--- config.mk ---
export PLATFORM = sky130hd
export DESIGN_NAME = red_pipe
export DESIGN_NICKNAME = d
export VERILOG_FILES = /design/src/rtl/red_pipe.sv
export SDC_FILE = /design/constraint.sdc
export NUM_CORES = 1
export LEC_CHECK = 0
export CORE_MARGIN = 8
export CORE_UTILIZATION = 55
export DETAILED_ROUTE_END_ITERATION = 8
export GPL_TIMING_DRIVEN = 0
export PLACE_DENSITY = 0.73
export SETUP_SLACK_MARGIN = 0.02
export SYNTH_ARGS = -nofsm -noshare
export SYNTH_HDL_FRONTEND = slang
export SYNTH_SLANG_ARGS = --single-unit
--- constraint.sdc ---
create_clock -name clk_i -period 10 [get_ports clk_i]
set_input_delay 2 -clock clk_i [delete_from_list [all_inputs] [get_ports clk_i]]
set_output_delay 2 -clock clk_i [all_outputs]
set_load 0.02 [all_outputs]
--- src/rtl/red_pipe.sv ---
// red_pipe: 3-stage dual-modulus (8380417 / 3329) Barrett reducer with valid/ready
// handshake, pass-through tag and a single global advance enable.
module red_pipe #(
   parameter int TAG_W    = 4,
   parameter bit EN_KYBER = 1'b1
) (
   input  logic             clk_i,
   input  logic             rst_ni,
   input  logic             in_valid_i,
   output logic             in_ready_o,
   input  logic [45:0]      operand_i,
   input  logic             mode_i,
   input  logic [TAG_W-1:0] tag_i,
   output logic             out_valid_o,
   input  logic             out_ready_i,
   output logic [22:0]      result_o,
   output logic [TAG_W-1:0] tag_o
);
   localparam logic [24:0] Q_DIL = 25'd8380417;
   localparam logic [24:0] Q_KYB = 25'd3329;
   logic             en, kyb;
   logic [69:0]      xd, prod_dil;
   logic [36:0]      xk, prod_kyb;
   logic [23:0]      qhat_d, qhat_q;
   logic [24:0]      x_d, x_q, qh, qq_dil, qq_kyb, r_d, r_q, q_sel, s_a, s_b;
   logic [22:0]      res_d, res_q;
   logic             v1_q, m1_q, v2_q, m2_q, v3_q;
   logic [TAG_W-1:0] tag1_q, tag2_q, tag3_q;

   assign en         = !v3_q | out_ready_i;
   assign in_ready_o = en;
   assign kyb        = EN_KYBER & mode_i;

   // 8396807 = 2^23 + 2^13 + 2^2 + 2^1 + 2^0 ; 5039 = 2^12+2^9+2^8+2^7+2^5+2^3+2^2+2^1+2^0
   assign xd       = {24'd0, operand_i};
   assign xk       = {13'd0, operand_i[23:0]};
   assign prod_dil = (xd << 23) + (xd << 13) + (xd << 2) + (xd << 1) + xd;
   assign prod_kyb = (xk << 12) + (xk << 9) + (xk << 8) + (xk << 7) + (xk << 5)
                   + (xk << 3) + (xk << 2) + (xk << 1) + xk;
   assign qhat_d   = kyb ? 24'(prod_kyb >> 24) : 24'(prod_dil >> 46);
   assign x_d      = kyb ? {1'b0, operand_i[23:0]} : operand_i[24:0];

   // r < 3q < 2^25, so the product qhat*q is only needed modulo 2^25
   assign qh     = {1'b0, qhat_q};
   assign qq_dil = (qh << 23) - (qh << 13) + qh;
   assign qq_kyb = (qh << 11) + (qh << 10) + (qh << 8) + qh;
   assign r_d    = x_q - (m1_q ? qq_kyb : qq_dil);

   assign q_sel = m2_q ? Q_KYB : Q_DIL;
   assign s_a   = (r_q >= q_sel) ? r_q - q_sel : r_q;
   assign s_b   = (s_a >= q_sel) ? s_a - q_sel : s_a;
   assign res_d = 23'(s_b);

   always_ff @(posedge clk_i or negedge rst_ni) begin
      if (!rst_ni) begin
         v1_q   <= 1'b0;
         m1_q   <= 1'b0;
         x_q    <= '0;
         qhat_q <= '0;
         tag1_q <= '0;
         v2_q   <= 1'b0;
         m2_q   <= 1'b0;
         r_q    <= '0;
         tag2_q <= '0;
         v3_q   <= 1'b0;
         res_q  <= '0;
         tag3_q <= '0;
      end else if (en) begin
         v1_q   <= in_valid_i;
         m1_q   <= kyb;
         x_q    <= x_d;
         qhat_q <= qhat_d;
         tag1_q <= tag_i;
         v2_q   <= v1_q;
         m2_q   <= m1_q;
         r_q    <= r_d;
         tag2_q <= tag1_q;
         v3_q   <= v2_q;
         res_q  <= res_d;
         tag3_q <= tag2_q;
      end
   end

   assign out_valid_o = v3_q;
   assign result_o    = res_q;
   assign tag_o       = tag3_q;
endmodule

==> impl_summary.txt <==
----------------------------------------------------
[Run status]
  Result of the run ... finished clean

[Clocking]
  CTS sink cnt ... ~110
  Clk_lat worst skew ... 0.43 ns
  Number of setup buffers added after CTS ... 0
  CTS max path bufs ... 2
  Master cell of the clock root buffer ... clkbuf_16
  Number of cells upsized or downsized after cts ... 0
  CTS tree ... yes
  TritonCTS buffer count ... 17
  Number of buffers added to fix hold violations after cts ... 0
  Clock-pin slew on the worst setup and hold paths ... roughly 0.060 ns
  Depth of the CTS H-tree ... 4

[Hold path]
  Hold Crit Endpoint ... tag_o[2]
  Worst Min Path Start ... tag_o[2]
  Instance count along the most critical hold path ... 2
  Tightest Hold Check Type ... register to register

[Timing]
  Worst Hold Margin ... 0.462 ns
  RSZ-0062 raised after global routing ... false
  Period Utilization, post-route ... 0.915
  Number of setup violations in the final report ... 0
  Final Skew ... ~0.012 ns
  Total Neg Setup Slack ... 0 ns
  Worst relative slew slack ... 0.275
  Transition at the pin with the smallest max-transition slack ... about 1.1 ns
  Slew Limit Fails ... 0
  Crit path time final ... around 9.2 ns
  Count of final hold-check violations ... 0
  Max frequency ... around 110 MHz

[Floorplan]
  I/O pin count ... 84
  Area enclosed by the die boundary ... roughly 0.045 mm^2
  Initial cell density of the core ... 0.553
  Core Footprint ... approximately 0.038 mm^2
  Horizontal extent of the die ... between 200 and 250 um
  Vertical die dimension ... between 200 and 250 um
  Row Count ... just over 70

[Critical path]
  Critical Path RT ... between 10 and 15 ns
  Kind of critical path ... primary input to register
  Setup crit start kind ... primary input
  RR Endpoint ... result_o[17]
  Worst-case reg-to-reg path depth ... 21
  Arrival time worst endpoint ... between 9 and 10 ns
  Reg-to-reg setup timing slack ... 2.73 ns
  Crit Reg-Reg Startpoint ... m2_q
  Capturing element type of the critical path ... register
  Max FO, Critical Path ... 12

[Logic synthesis]
  Post-synthesis mux area share ... 0.00597
  Post-synthesis share of cell area spent on xor and xnor gates ... 0.0493
  Share of the synthesized area in the top cell type ... 0.257
  Compound-cell area share of the yosys netlist ... 0.169
  Post-synth EDFFs ... 0
  Most used flip-flop cell after synthesis ... dfrtp_1
  Total nets after synthesis ... roughly 3,000
  Synthesized flop and latch total ... ~110
  Number of warning messages in the yosys log ... 0
  Top cells by area, synth ... fa_1 (26%), ha_1 (17%), dfrtp_1 (13%)
  Basic-gate share of the synthesized area counting and, or, nand and nor cells ... 0.127
  Number of instances in the synthesized netlist ... roughly 2,400
  Post-Syn Area ... roughly 0.021 mm^2
  Per-instance average area after synthesis ... around 9 um^2
  Proportion of synthesized flip-flops having asynchronous set or reset ... 1.00
  Seq/Total Area, Yosys ... 0.135
  Largest area contributor in the synthesized netlist ... fa_1
  Synthesized-area fraction occupied by adder cells ... 0.432
  Dominant combinational cell family by area after synthesis ... adder cells
  Post-synthesis cell type count ... 87

[Placement]
  GP Congestion ... a little over 1
  Post-DP Area ... 0.0227 mm^2
  Count of buffers inserted at the top-level ports ... a little over 80
  Sum of net half-perimeters after detailed placement ... between 40,000 and 50,000 um

[Routing]
  Remaining antenna violation count ... 0
  Drt via density ... 5.87
  Post-detailed-route wirelength per cell ... 19.4 um
  Number of vias in the routed layout ... approximately 18,000
  Router iterations before antenna repair ... 5
  Count of unresolved DRC violations after routing ... 0
  Number of DRC markers in iteration 0 ... between 1,000 and 1,500
  Total wire length ... 58,200 um

[GRT]
  Tot GR Track Use ... 0.265
  Number of antenna violations at the first check in global routing ... 0
  Wire length of the first global-routing pass ... approximately 95,000 um
  Via count of the first global-routing pass ... 18,300
  Pin count of the biggest net entering global routing ... 75
  GRT Residual Overflow ... 0

[Cells and area]
  Fraction of layout instances using a drive strength above 1 ... 0.0331
  Area growth syn-to-layout ... 10.1%
  Final cell area excluding filler cells ... around 0.023 mm^2
  Number of nets in the layout ... approximately 3,000

[Flow run]
  Max-cap violation count ... 0

----------------------------------------------------
## final cells by class
type                    count  area [um^2]
diodes                      1         2.50
plain buffers              46          201
clock buffers              17          425
clock inverters            15          206
fillers                  3323        15000
inverters                 406         1520
multi-input cells        1795        16600
flip-flops and latches    114         2850
well taps                 518          648
repair buffers             84          856
## synthesized netlist by cell type, drive strengths merged (38+ instances only)
library cell and n:
inv 405, ha 295, fa 272, nand2 188, a21oi 161, nor2 119, dfrtp 114, o21ai 114
xnor2 75, a21o 60, xor2 44, nor3 38
## kinds of logic after synthesis
| group | count (synthesis) |
|---|---|
| XOR/XNOR | 119 |
| adder cells (fa/ha/maj) | 567 |
| multiplexers | 12 |
| AND/OR/NAND/NOR | 545 |
| flip-flops | 114 |
| buffers and inverters | 452 |
| AO/OA/AOI/OAI | 552 |
## flip-flops by register name, summed over array words and instances (netlist names)
register,count
tag1_q,4
v2_q,1
result_o,23
m1_q,1
qhat_q,24
v1_q,1
out_valid_o,1
m2_q,1
r_q,25
tag2_q,4
tag_o,4
x_q,25
## cells in the final DEF, fill, tap and decap left out, types with 6 or more instances in the layout
cell type / count
mux2i_1: 7
nand4_1: 20
nor4_1: 11
o211ai_1: 16
fa_1: 272
buf_1: 12
dfrtp_1: 114
or2_2: 9
nand2_1: 187
o21ai_0: 113
a21o_1: 60
o22ai_1: 13
a31oi_1: 23
and2_1: 9
a21boi_0: 6
o2111ai_1: 7
ha_1: 295
clkbuf_16: 17
nor2b_1: 20
a211oi_1: 18
and3_1: 20
a2111oi_0: 7
nor3_1: 38
xor2_1: 44
nand3_1: 33
nor2_1: 116
a21oi_1: 161
or3_1: 21
xnor2_1: 75
o31ai_1: 15
o21bai_1: 25
o21a_1: 31
nand2b_1: 21
clkbuf_1: 26
clkdlybuf4s50_1: 82
inv_1: 405
## critical path, stage by stage
cell and delay [ns]:
clkdlybuf4s50_1 1.05, inv_1 0.48, fa_1 0.66, inv_1 0.06, fa_1 0.50, inv_1 0.05, fa_1 0.50, inv_1 0.05
ha_1 0.35, nand4_1 0.23, or3_1 0.43, nor4_1 0.61, and2_1 0.25, o211ai_1 0.22, a31oi_1 0.24, o22ai_1 0.16
o21ai_0 0.38, a31oi_1 0.30, nor4_1 0.63, xnor2_1 0.19, o21ai_0 0.09
## per-layer routing
metal / GRT usage / vias to the layer above / share of wire
li1: - / 8224 / -
met1: 0.335 / 8579 / 0.42
met2: 0.459 / 627 / 0.48
met3: 0.0302 / 157 / 0.055
met4: 0.108 / 0 / 0.044
met5: 0 / - / 0
## per-stage QoR
| step | setup WS, ns | cells | utilization |
|---|---|---|---|
| after floorplan | 3.00 | 2361 | - |
| after global placement | 0.438 | 2962 | 0.591 |
| after detailed placement | 0.390 | 2963 | 0.592 |
| after CTS | 0.790 | 2995 | 0.608 |
| after global routing | 0.388 | 2995 | 0.608 |
| final | 0.846 | 2996 | 0.608 |
## worst max-delay path by stage
stage / startpoint / end / slack (ns) / depth (start not counted)
after global placement: operand_i[19] / qhat_q[22] / 0.44 / 21
after detailed placement: operand_i[20] / qhat_q[22] / 0.39 / 21
after floorplan: operand_i[4] / qhat_q[6] / 3.00 / 20
after CTS: operand_i[20] / qhat_q[22] / 0.79 / 21
after global routing: operand_i[20] / qhat_q[22] / 0.39 / 21
final: operand_i[20] / qhat_q[22] / 0.85 / 21
Power is left out: the tool's default activity adds up to more than one toggle a clock period on the data nets, which glitch-free logic cannot reach.
